[src/rtl/gaussian_clt_gen.sv]
// CLT Gaussian noise: per channel, sums SUM_TERMS LFSR uniform slices, then centres, shifts and saturates; GAUSS_ANTITHETIC_EN adds a negated MIRROR sample.
// First sample SUM_TERMS+1 cycles after enable; DONE/MIRROR hold random_number until out_ready, and the LFSRs stay frozen meanwhile.
module gaussian_clt_gen #(
  parameter int          WIDTH     = 16,
  parameter int          NUM_CH    = 1,
  parameter int          SUM_TERMS = 4,
  parameter int          OUT_SHIFT = 2,
  parameter logic [31:0] SEED      = 32'hACE12025
) (
  input  logic                    clk,
  input  logic                    rst,
  input  logic                    gauss_en,
  input  logic                    seed_load,
  input  logic [31:0]             seed,
  output logic                    out_valid,
  input  logic                    out_ready,
  output logic [NUM_CH*WIDTH-1:0] random_number
);

  localparam int AW   = 12 + $clog2(SUM_TERMS);
  localparam int CNTW = $clog2(SUM_TERMS);
  localparam int CW   = 34;
  localparam logic [31:0] POLY = 32'h80200003;
  localparam logic signed [CW-1:0] SAT_MAX = (CW'(1) << (WIDTH-1)) - CW'(1);
  localparam logic signed [CW-1:0] SAT_MIN = ~SAT_MAX;
  localparam logic signed [CW-1:0] OFFSET  = CW'(SUM_TERMS) << 11;

  localparam logic [1:0] S_IDLE = 2'd0;
  localparam logic [1:0] S_ACC  = 2'd1;
  localparam logic [1:0] S_DONE = 2'd2;
`ifdef GAUSS_ANTITHETIC_EN
  localparam logic [1:0] S_MIRROR = 2'd3;
`endif

  // Channels are decorrelated by a golden-ratio stride; zero would lock the LFSR.
  function automatic logic [31:0] ch_seed(input logic [31:0] base, input logic [31:0] ch);
    logic [31:0] s;
    s = base ^ (32'h9E3779B9 * ch);
    return (s == 32'd0) ? 32'd1 : s;
  endfunction

  function automatic logic [31:0] lfsr_step(input logic [31:0] s);
    return (s >> 1) ^ (s[0] ? POLY : 32'd0);
  endfunction

  function automatic logic [WIDTH-1:0] scale(input logic [AW-1:0] sum);
    logic signed [CW-1:0] cen;
    logic signed [CW-1:0] shf;
    cen = $signed(CW'(sum)) - OFFSET;
    shf = cen >>> OUT_SHIFT;
    if (shf > SAT_MAX) return WIDTH'(SAT_MAX);
    if (shf < SAT_MIN) return WIDTH'(SAT_MIN);
    return WIDTH'(shf);
  endfunction

`ifdef GAUSS_ANTITHETIC_EN
  function automatic logic [WIDTH-1:0] neg_sat(input logic [WIDTH-1:0] x);
    if (x == {1'b1, {(WIDTH-1){1'b0}}}) return {1'b0, {(WIDTH-1){1'b1}}};
    return -x;
  endfunction
`endif

  logic [1:0]              r_state;
  logic [CNTW-1:0]         r_cnt;
  logic [31:0]             r_lfsr [NUM_CH];
  logic [AW-1:0]           r_acc  [NUM_CH];
  logic [NUM_CH*WIDTH-1:0] r_rnd;
  logic [AW-1:0]           w_sum  [NUM_CH];
  logic [NUM_CH*WIDTH-1:0] w_sample;
  logic                    w_last;

  assign w_last = (r_cnt == CNTW'(SUM_TERMS - 1));

  always_comb begin
    w_sample = '0;
    for (int c = 0; c < NUM_CH; c++) begin
      w_sum[c] = r_acc[c] + AW'(r_lfsr[c][11:0]);
      w_sample[c*WIDTH +: WIDTH] = scale(w_sum[c]);
    end
  end

`ifdef GAUSS_ANTITHETIC_EN
  logic [NUM_CH*WIDTH-1:0] w_mirror;
  always_comb begin
    w_mirror = '0;
    for (int c = 0; c < NUM_CH; c++)
      w_mirror[c*WIDTH +: WIDTH] = neg_sat(r_rnd[c*WIDTH +: WIDTH]);
  end
`endif

  always_ff @(posedge clk or posedge rst) begin
    if (rst) begin
      r_state <= S_IDLE;
      r_cnt   <= '0;
      r_rnd   <= '0;
      for (int c = 0; c < NUM_CH; c++) begin
        r_lfsr[c] <= ch_seed(SEED, 32'(c));
        r_acc[c]  <= '0;
      end
    end else if (seed_load) begin
      // Reseed wins over everything, including a sample awaiting handshake.
      r_state <= S_IDLE;
      r_cnt   <= '0;
      for (int c = 0; c < NUM_CH; c++) begin
        r_lfsr[c] <= ch_seed(seed, 32'(c));
        r_acc[c]  <= '0;
      end
    end else begin
      case (r_state)
        S_IDLE: if (gauss_en) r_state <= S_ACC;
        S_ACC: if (gauss_en) begin
          for (int c = 0; c < NUM_CH; c++) begin
            r_lfsr[c] <= lfsr_step(r_lfsr[c]);
            r_acc[c]  <= w_last ? '0 : w_sum[c];
          end
          r_cnt <= w_last ? '0 : r_cnt + 1'b1;
          if (w_last) begin
            r_rnd   <= w_sample;
            r_state <= S_DONE;
          end
        end
        S_DONE: if (out_ready) begin
`ifdef GAUSS_ANTITHETIC_EN
          r_rnd   <= w_mirror;
          r_state <= S_MIRROR;
`else
          r_state <= gauss_en ? S_ACC : S_IDLE;
`endif
        end
`ifdef GAUSS_ANTITHETIC_EN
        S_MIRROR: if (out_ready) r_state <= gauss_en ? S_ACC : S_IDLE;
`endif
        default: r_state <= S_IDLE;
      endcase
    end
  end

`ifdef GAUSS_ANTITHETIC_EN
  assign out_valid = (r_state == S_DONE) || (r_state == S_MIRROR);
`else
  assign out_valid = (r_state == S_DONE);
`endif
  assign random_number = r_rnd;

endmodule

[config.mk]
export PLATFORM = sky130hd
export DESIGN_NAME = gaussian_clt_gen
export DESIGN_NICKNAME = d
export VERILOG_FILES = /design/src/rtl/gaussian_clt_gen.sv
export SDC_FILE = /design/constraint.sdc
export NUM_CORES = 1
export LEC_CHECK = 0
export ABC_CLOCK_PERIOD_IN_PS = 2600
export CAP_MARGIN = 20
export CORE_ASPECT_RATIO = 1.2
export CORE_UTILIZATION = 54
export DETAILED_ROUTE_END_ITERATION = 16
export PLACE_DENSITY = 0.81
export SKIP_LAST_GASP = 1
export SYNTH_ARGS = -nofsm -noshare
export SYNTH_HDL_FRONTEND = slang
export SYNTH_SLANG_ARGS = --single-unit
[constraint.sdc]
create_clock -name clk -period 2.6 [get_ports clk]
set_input_delay 0.78 -clock clk [delete_from_list [all_inputs] [get_ports clk]]
set_output_delay 0.78 -clock clk [all_outputs]
set_load 0.02 [all_outputs]
After elaboration in Yosys (flattened, before gate mapping)
Cells that the tools add are included.
Widths: inputs -> output; s select.

word-level totals
  bits in writable memories = 0
  ROM bits = 0
  register bits after elaboration = 66
  output and inout bits = 17
  memories = 0
  bits in latches = 0
  input port bits = 37

operators by class
  equal/unequal tests = 7
  reduce and logical (&&, ||, !) cells = 7
  shift operators = 0
  bitwise operators = 2
  order comparisons = 2
  divide/modulo/power cells = 0
  mux-type cells = 27
  add/subtract/negate cells = 3
  multipliers = 0

operators by type and width
  operator                count
  $mux 32                 5
  $mux 16                 4
  $mux 14                 4
  $logic_not 32->1        1
  $xor 31x32->32          1
  $mux 2                  9
  $gt 13x16->1 const B    1
  $lt 13x16->1 const B    1
  $sub 14x14->15 const B  1
  $add 14x12->14          1
  $ne 3x3->1 const B      3
  $reduce_and 4->1        2
  $pmux 2 s3              1
  $eq 2x2->1 const B      2
  $mux 1                  4
  $reduce_bool 2->1       2
  $ne 3x2->1 const B      1
  $add 2x1->2 const B     1
  $eq 2x1->1 const B      1
  $logic_not 2->1         1
  $reduce_and 2->1        1
  $not 1->1               1

Logic depth before layout (Yosys ltp)
Gate-level depths: netlist of run 1.

  depth after elaboration = 7
  mapped depth = 9

Least setup slack after synthesis of run 1
Ideal clock, no wire load.

  path kind = register to register
  start = register r_lfsr[2] (netlist name)
  end = register r_acc[8] (netlist name)
  path buffers = 0
  arrival = 2.140 ns
  stages on the path, launching flop included = 8
  setup slack = 0.391 ns
  period minus slack after synthesis = 2.209 ns
  setup time = 0.069 ns
  required time = 2.531 ns
  cells stage by stage = dfstp_2 -> ha_1 -> nor2b_4 -> o31a_1 -> o21a_1 -> o21a_4 -> or4_1 -> nand3_1

between the ends
  longest elaborated chain between the ends = 5

ends and longest elaborated chain
  element                           line  source
  start: declaration                65    logic [31:0] r_lfsr [NUM_CH];
  start signal: indexed assignment  97    r_lfsr[c] <= ch_seed(SEED, 32'(c));
  start signal: indexed assignment  105   r_lfsr[c] <= ch_seed(seed, 32'(c));
  start signal: indexed assignment  113   r_lfsr[c] <= lfsr_step(r_lfsr[c]);
  $add 14x12->14                    77    w_sum[c] = r_acc[c] + AW'(r_lfsr[c][11:0]);
  $mux 14                           114   r_acc[c] <= w_last ? '0 : w_sum[c];
  $mux 14                           111   S_ACC: if (gauss_en) begin
  $mux 14                           109   case (r_state)
  $mux 14                           100   end else if (seed_load) begin
  end signal: indexed assignment    114
  end: declaration                  66    logic [AW-1:0] r_acc [NUM_CH];

Every way passes these cells. The select of a mux whose other input is x is not followed.
A chain may end at the register's enable or synchronous reset.

Final worst setup path of run 1
  start = register r_lfsr[0] (netlist name)
  end = register r_acc[8] (netlist name)

Same word-level chain as after synthesis.

==> impl_metrics.yaml, run 1 <==
placed_design:
  dpl-instance-area_sq_um: 4010
  numPortBuffers: 53
  place_hpwl_um: 5510
  place_congestion: 0.895
worst_hold_path:
  hold_class: "reg2reg"
  hold_start: "random_number[3]$_DFFE_PP0P_"
  holdPathEnd: "random_number[3]$_DFFE_PP0P_"
  hold-path-cell-count: 2
global_routing:
  grt_overflow_total: 0
  busiest_layer: "met2"
  grt_pass1_wl_um: 12300
  grt_usage: 0.251
  met1_usage: 0.321
  gr-usage-met2: 0.412
  grt_pass1_vias: 2727
  grt_max_degree: 66
  grt.met3_usage: 0.0410
  antenna_found_initial: 0
sta:
  hold_violations: 0
  finalCriticalPeriod_ns: 2.40
  rsz0062_at_grt: "false"
  slew_headroom: 0.661
  drv_slew: 0
  fin_crit_sh: 0.924
  skew_ns: 0.0143
  setup_viol: 0
  fmax_mhz: 416
  tightestPinTransition_ns: 0.509
  fin_setup_tns_ns: 0
cells_and_area:
  diodes: 0
  drive_above_1_share: 0.104
  fin_area_sq_um: 4160
  area_growth_pct: 23.5
  regArea_sq_um: 1570
  n_fill_cell: 469
  layout_common_cells: "nand2_1 (53), clkdlybuf4s50_1 (52), dfrtp_1 (50), o21ai_0 (35), mux2i_1 (29)"
  fin_util: 0.693
  final_common_cell: "nand2_1"
  multi_input_area_sq_um: 1660
  fin_nets: 461
critical_path:
  cp-start-kind: "flop"
  startpoint: "r_lfsr[0]$_DFFE_PP1P_"
  endpoint_kind: "flop"
  r2r_end: "r_acc[8]$_DFFE_PP0P_"
  crit_fanout: 6
  arrival_ns: 2.67
  regToRegSetupSlack_ns: 0.20
  worstSetupPathType: "reg2reg"
  r2r-start: "r_lfsr[0]$_DFFE_PP1P_"
  worst_ep_required_time_ns: 2.87
  reg2reg_depth: 9
synthesis:
  synth_top_area_cell: "dfrtp_1"
  synth_cells: 354
  yosysWarnings: 0
  synth_top_area_frac: 0.371
  synth_nets: 405
  synth_cell_types: 44
  syn-mean-instance-area_sq_um: 9.52
  syn_area_sq_um: 3370
  ys.flop_type: "dfrtp_1"
  seq_area_frac_synth: 0.465
  async_flop_share: 1.00
  ys_ff_latch: 62
  yosys-top-cells-area: "dfrtp_1 (37%), dfstp_2 (9.4%), mux2i_1 (8.6%), nand2_1 (5.9%), o21ai_0 (5.2%)"
  synth_edf_count: 0
clocking:
  clkTransAtPathRegs_ns: 0.07
  cts-root-buf: "clkbuf_8"
  numCtsBuffers: 9
  post_cts_buffers: 0
  cts_max_level: 3
  cts_tree: "done"
  cts.sinks: 62
  clockBufferDepth: 2
  cts_hold_repair.buffers: 0
  clock_latency_ns: 0.34
  cts_resized: 0
floorplanning:
  fp.dieArea_sq_um: 6560
  core_area_sq_um: 6010
  io_pins: 54
  die_x_um: 74.1
  start_util: 0.561
  die_h_um: 88.6
  rows: 31
flow_run:
  cap_violations: 0
routing:
  wl_per_cell_um: 14.4
  first_pass_iters: 4
  via_per_inst: 5.54
  drt_iter0_drc: 155
  num_vias: 2752
  detail-route-antenna-nets: 0
  drc: 0
  drt-total-wl_um: 7180
power_and_ir_drop:
  power_mw: 2.20
  p_per_area_nw_per_um2: 527
  leakagePower_nw: 1.95
  vdd_ir_drop_max_mv: 0.337
run_status:
  status: "finished, final reports clean"
==> report_power, final <==
| group | switching [mW] | leakage, nW | internal, mW | total [mW] |
|---|---|---|---|---|
| Combinational | 0.212 | 1.09 | 0.192 | 0.404 |
| Sequential | 0.0512 | 0.783 | 1.05 | 1.10 |
| Clock | 0.350 | 0.0812 | 0.342 | 0.692 |
| Total | 0.613 | 1.95 | 1.58 | 2.20 |
==> cells in the mapped netlist, types with 2 or more instances <==
library cell  instances
nand2_1              53
dfrtp_1              50
o21ai_0              35
mux2i_1              29
nor2_1               22
a21oi_1              19
clkbuf_1             13
ha_1                 13
dfstp_2              12
inv_1                10
nand3_1               9
a22o_1                8
nor4_1                8
o21ai_1               8
xnor2_1               7
nor3_1                6
o31ai_1               5
buf_2                 4
buf_4                 4
mux2_1                4
nand2b_1              4
o21a_1                4
or4_1                 3
a21o_1                2
nand4_1               2
xor2_1                2
==> flip-flops by register name (all words and copies together), names as in the netlist <==
signal	count
r_lfsr	32
r_cnt	2
r_state	2
r_acc	14
random_number	12
==> logic make-up (layout without fill, tap and decap cells) <==
kind of cell | Yosys count | after routing | share of synthesized area
buffers and inverters | 32 | 93 | 0.0416
AOI/OAI and AO/OA | 91 | 91 | 0.163
muxes | 34 | 34 | 0.103
and+or+nand+nor | 112 | 112 | 0.150
xor gates and xnor gates | 9 | 9 | 0.0234
adders and majority gates | 14 | 14 | 0.0542
DFF | 62 | 62 | 0.465
==> per-layer routing <==
metal	wire [um]	up-vias
met5	0	-
met4	163	0
met3	252	14
met2	3600	65
met1	3160	1308
li1	-	1365
==> layout make-up <==
cell class	instances	area share
Multi-Input combinational cell	260	0.400
Tap cell	82	0.0246
Sequential cell	62	0.376
Clock inverter	3	0.00361
Clock buffer	13	0.0334
Inverter	11	0.00992
Timing Repair Buffer	66	0.153
==> worst max-delay path, stage by stage (launching register included) <==
cell and delay [ns]:
dfstp_2 0.41, ha_1 0.22, inv_1 0.07, fa_1 0.25
nor2b_4 0.06, o31a_1 0.28, o21a_1 0.21, o21a_4 0.22
or4_1 0.51, nand3_1 0.09
==> how the worst max path moves through the flow <==
stage / to / slack [ns]
2_1_floorplan: r_acc[0]$_DFFE_PP0P_ / 0.30
3_3_place_gp: random_number[6]$_DFFE_PP0P_ / 0.20
3_5_place_dp: random_number[14]$_DFFE_PP0P_ / 0.15
4_1_cts: r_acc[8]$_DFFE_PP0P_ / 0.21
5_1_grt: r_acc[8]$_DFFE_PP0P_ / 0.12
6_report: r_acc[8]$_DFFE_PP0P_ / 0.20
==> metrics by stage <==
stage | worst slack (ns) | instances | hold WS (ns)
2_1_floorplan | 0.298 | 354 | 0.453
3_3_place_gp | 0.198 | 481 | 0.464
3_5_place_dp | 0.152 | 481 | 0.464
4_1_cts | 0.207 | 497 | 0.478
5_1_grt | 0.124 | 497 | 0.509
6_report | 0.197 | 497 | 0.475
(Power assumes the default switching activity.)
==> inputs of run 2 (changes only) <==
--- a/config.mk
+++ b/config.mk
@@ -11,6 +11,8 @@
 export CORE_UTILIZATION = 54
 export DETAILED_ROUTE_END_ITERATION = 16
 export PLACE_DENSITY = 0.81
+export REMOVE_ABC_BUFFERS = 1
+export SKIP_CTS_REPAIR_TIMING = 1
 export SKIP_LAST_GASP = 1
 export SYNTH_ARGS = -nofsm -noshare
 export SYNTH_HDL_FRONTEND = slang
==> run 2 against run 1 <==
Combinational power barely moved; flip-flop and latch count did not move; die area did not move; largest cell class unchanged.
==> impl_metrics.yaml, run 2 (same netlist as run 1, synthesis figures left out) <==
critical_path:
  regToRegSetupSlack_ns: 0.19
  r2r_end: "r_acc[12]$_DFFE_PP0P_"
  cp-start-kind: "flop"
  r2r-start: "r_lfsr[0]$_DFFE_PP1P_"
  arrival_ns: 2.63
  worstSetupPathType: "reg2reg"
  crit_end: "r_acc[12]$_DFFE_PP0P_"
  startpoint: "r_lfsr[0]$_DFFE_PP1P_"
  endpoint_kind: "flop"
  crit_fanout: 5
  worst_ep_required_time_ns: 2.81
  reg2reg_depth: 9
floorplanning:
  die_h_um: 88.6
  io_pins: 54
  start_util: 0.561
  die_x_um: 74.1
  fp.dieArea_sq_um: 6560
  rows: 31
  core_area_sq_um: 6010
sta:
  setup_viol: 0
  fin_crit_sh: 0.928
  tightestPinTransition_ns: 1.08
  slew_headroom: 0.274
  skew_ns: 0.00620
  drv_slew: 0
  finalCriticalPeriod_ns: 2.41
  rsz0062_at_grt: "false"
  fmax_mhz: 414
  fin_setup_tns_ns: 0
  hold_violations: 0
global_routing:
  met1_usage: 0.311
  grt.met3_usage: 0.0421
  grt_pass1_vias: 2681
  antenna_found_initial: 0
  grt_overflow_total: 0
  gr-usage-met2: 0.430
  grt_max_degree: 68
  grt_pass1_wl_um: 12400
  busiest_layer: "met2"
  grt_usage: 0.256
cells_and_area:
  layout_common_cells: "nand2_1 (53), clkdlybuf4s50_1 (52), dfrtp_1 (50), o21ai_0 (35), mux2i_1 (29)"
  fin_util: 0.701
  largest_reg_flops: 32
  top_register: "r_lfsr"
  multi_input_area_sq_um: 1660
  n_fill_cell: 438
  regArea_sq_um: 1570
  drive_above_1_share: 0.102
  final_common_cell: "nand2_1"
  stdcell_count: 494
  diodes: 0
  fin_nets: 458
  area_growth_pct: 25.1
placed_design:
  place_congestion: 0.883
  place_hpwl_um: 5290
  numPortBuffers: 53
  numPlacedInstances: 478
routing:
  num_vias: 2813
  detail-route-antenna-nets: 0
  drt-total-wl_um: 7570
  via_per_inst: 5.69
  wl_per_cell_um: 15.3
  first_pass_iters: 4
  drc: 0
  drt_iter0_drc: 180
worst_hold_path:
  hold_class: "reg2reg"
  hold_start: "random_number[4]$_DFFE_PP0P_"
clocking:
  clkTransAtPathRegs_ns: 0.07
  numCtsBuffers: 9
  clockBufferDepth: 2
  cts.sinks: 62
  cts_max_level: 3
  cts-root-buf: "clkbuf_8"
  cts_tree: "done"
  clock_latency_ns: 0.34
power_and_ir_drop:
  vdd_ir_drop_max_mv: 0.356
  p_per_area_nw_per_um2: 579
  leakagePower_nw: 1.98
run_status:
  status: "finished, final reports clean"
flow_run:
  cap_violations: 0
==> run 2: cell count changes in the layout (fill, tap and decap cells not counted), sizes merged <==
| cell | before | now |
|---|---|---|
| clkbuf | 13 | 12 |
| buf | 14 | 11 |
| clkinv | 3 | 2 |
| bufinv | 0 | 2 |
==> run 2: per-layer routing <==
metal,vias to the layer above,share of wire
met5,-,0
met4,0,0.033
met3,20,0.041
met2,97,0.51
met1,1333,0.42
li1,1363,-
==> run 2: worst min path at each step <==
| stage | cells past startpoint | slack, ns | endpoint |
|---|---|---|---|
| finish | 2 | 0.48 | random_number[4]$_DFFE_PP0P_ |
| global route | 2 | 0.50 | random_number[4]$_DFFE_PP0P_ |
| CTS | 2 | 0.48 | random_number[4]$_DFFE_PP0P_ |
| detailed placement | 2 | 0.47 | random_number[4]$_DFFE_PP0P_ |
| global placement | 2 | 0.46 | random_number[3]$_DFFE_PP0P_ |
| floorplan | 2 | 0.45 | r_acc[11]$_DFFE_PP0P_ |
==> run 2: layout make-up <==
| type | instances | area share |
|---|---|---|
| tap | 82 | 0.0243 |
| sequential | 62 | 0.372 |
| clock buffer | 12 | 0.0344 |
| clock inverter | 4 | 0.0166 |
| multi-input combinational | 260 | 0.395 |
| timing repair buffer | 63 | 0.148 |
| inverter | 11 | 0.00980 |
==> run 2: per-stage QoR <==
stage	area [sq um]	total power, mW	hold WS [ns]	setup slack [ns]
global placement	4000	1.50	0.464	0.0861
detailed placement	4000	1.51	0.467	0.0499
CTS	4220	2.45	0.482	0.204
finish	4220	2.44	0.475	0.187
global route	4220	2.54	0.496	0.0835
floorplan	3270	1.36	0.453	-0.787
==> run 2: where the power goes <==
part	internal [mW]	total (mW)	leakage (nW)	switching, mW
Combinational	0.190	0.405	1.08	0.215
Clock	0.563	0.933	0.110	0.370
Sequential	1.05	1.10	0.783	0.0553
Total	1.80	2.44	1.98	0.640
==> run 2: worst max-delay path, stage by stage (launching register included) <==
cell and delay (ns):
dfstp_2 0.62, ha_1 0.19, inv_1 0.05, fa_1 0.44, nor2b_4 0.14, o31a_1 0.19, a21oi_1 0.12, o2bb2ai_1 0.21
a21oi_1 0.21, o22ai_1 0.11
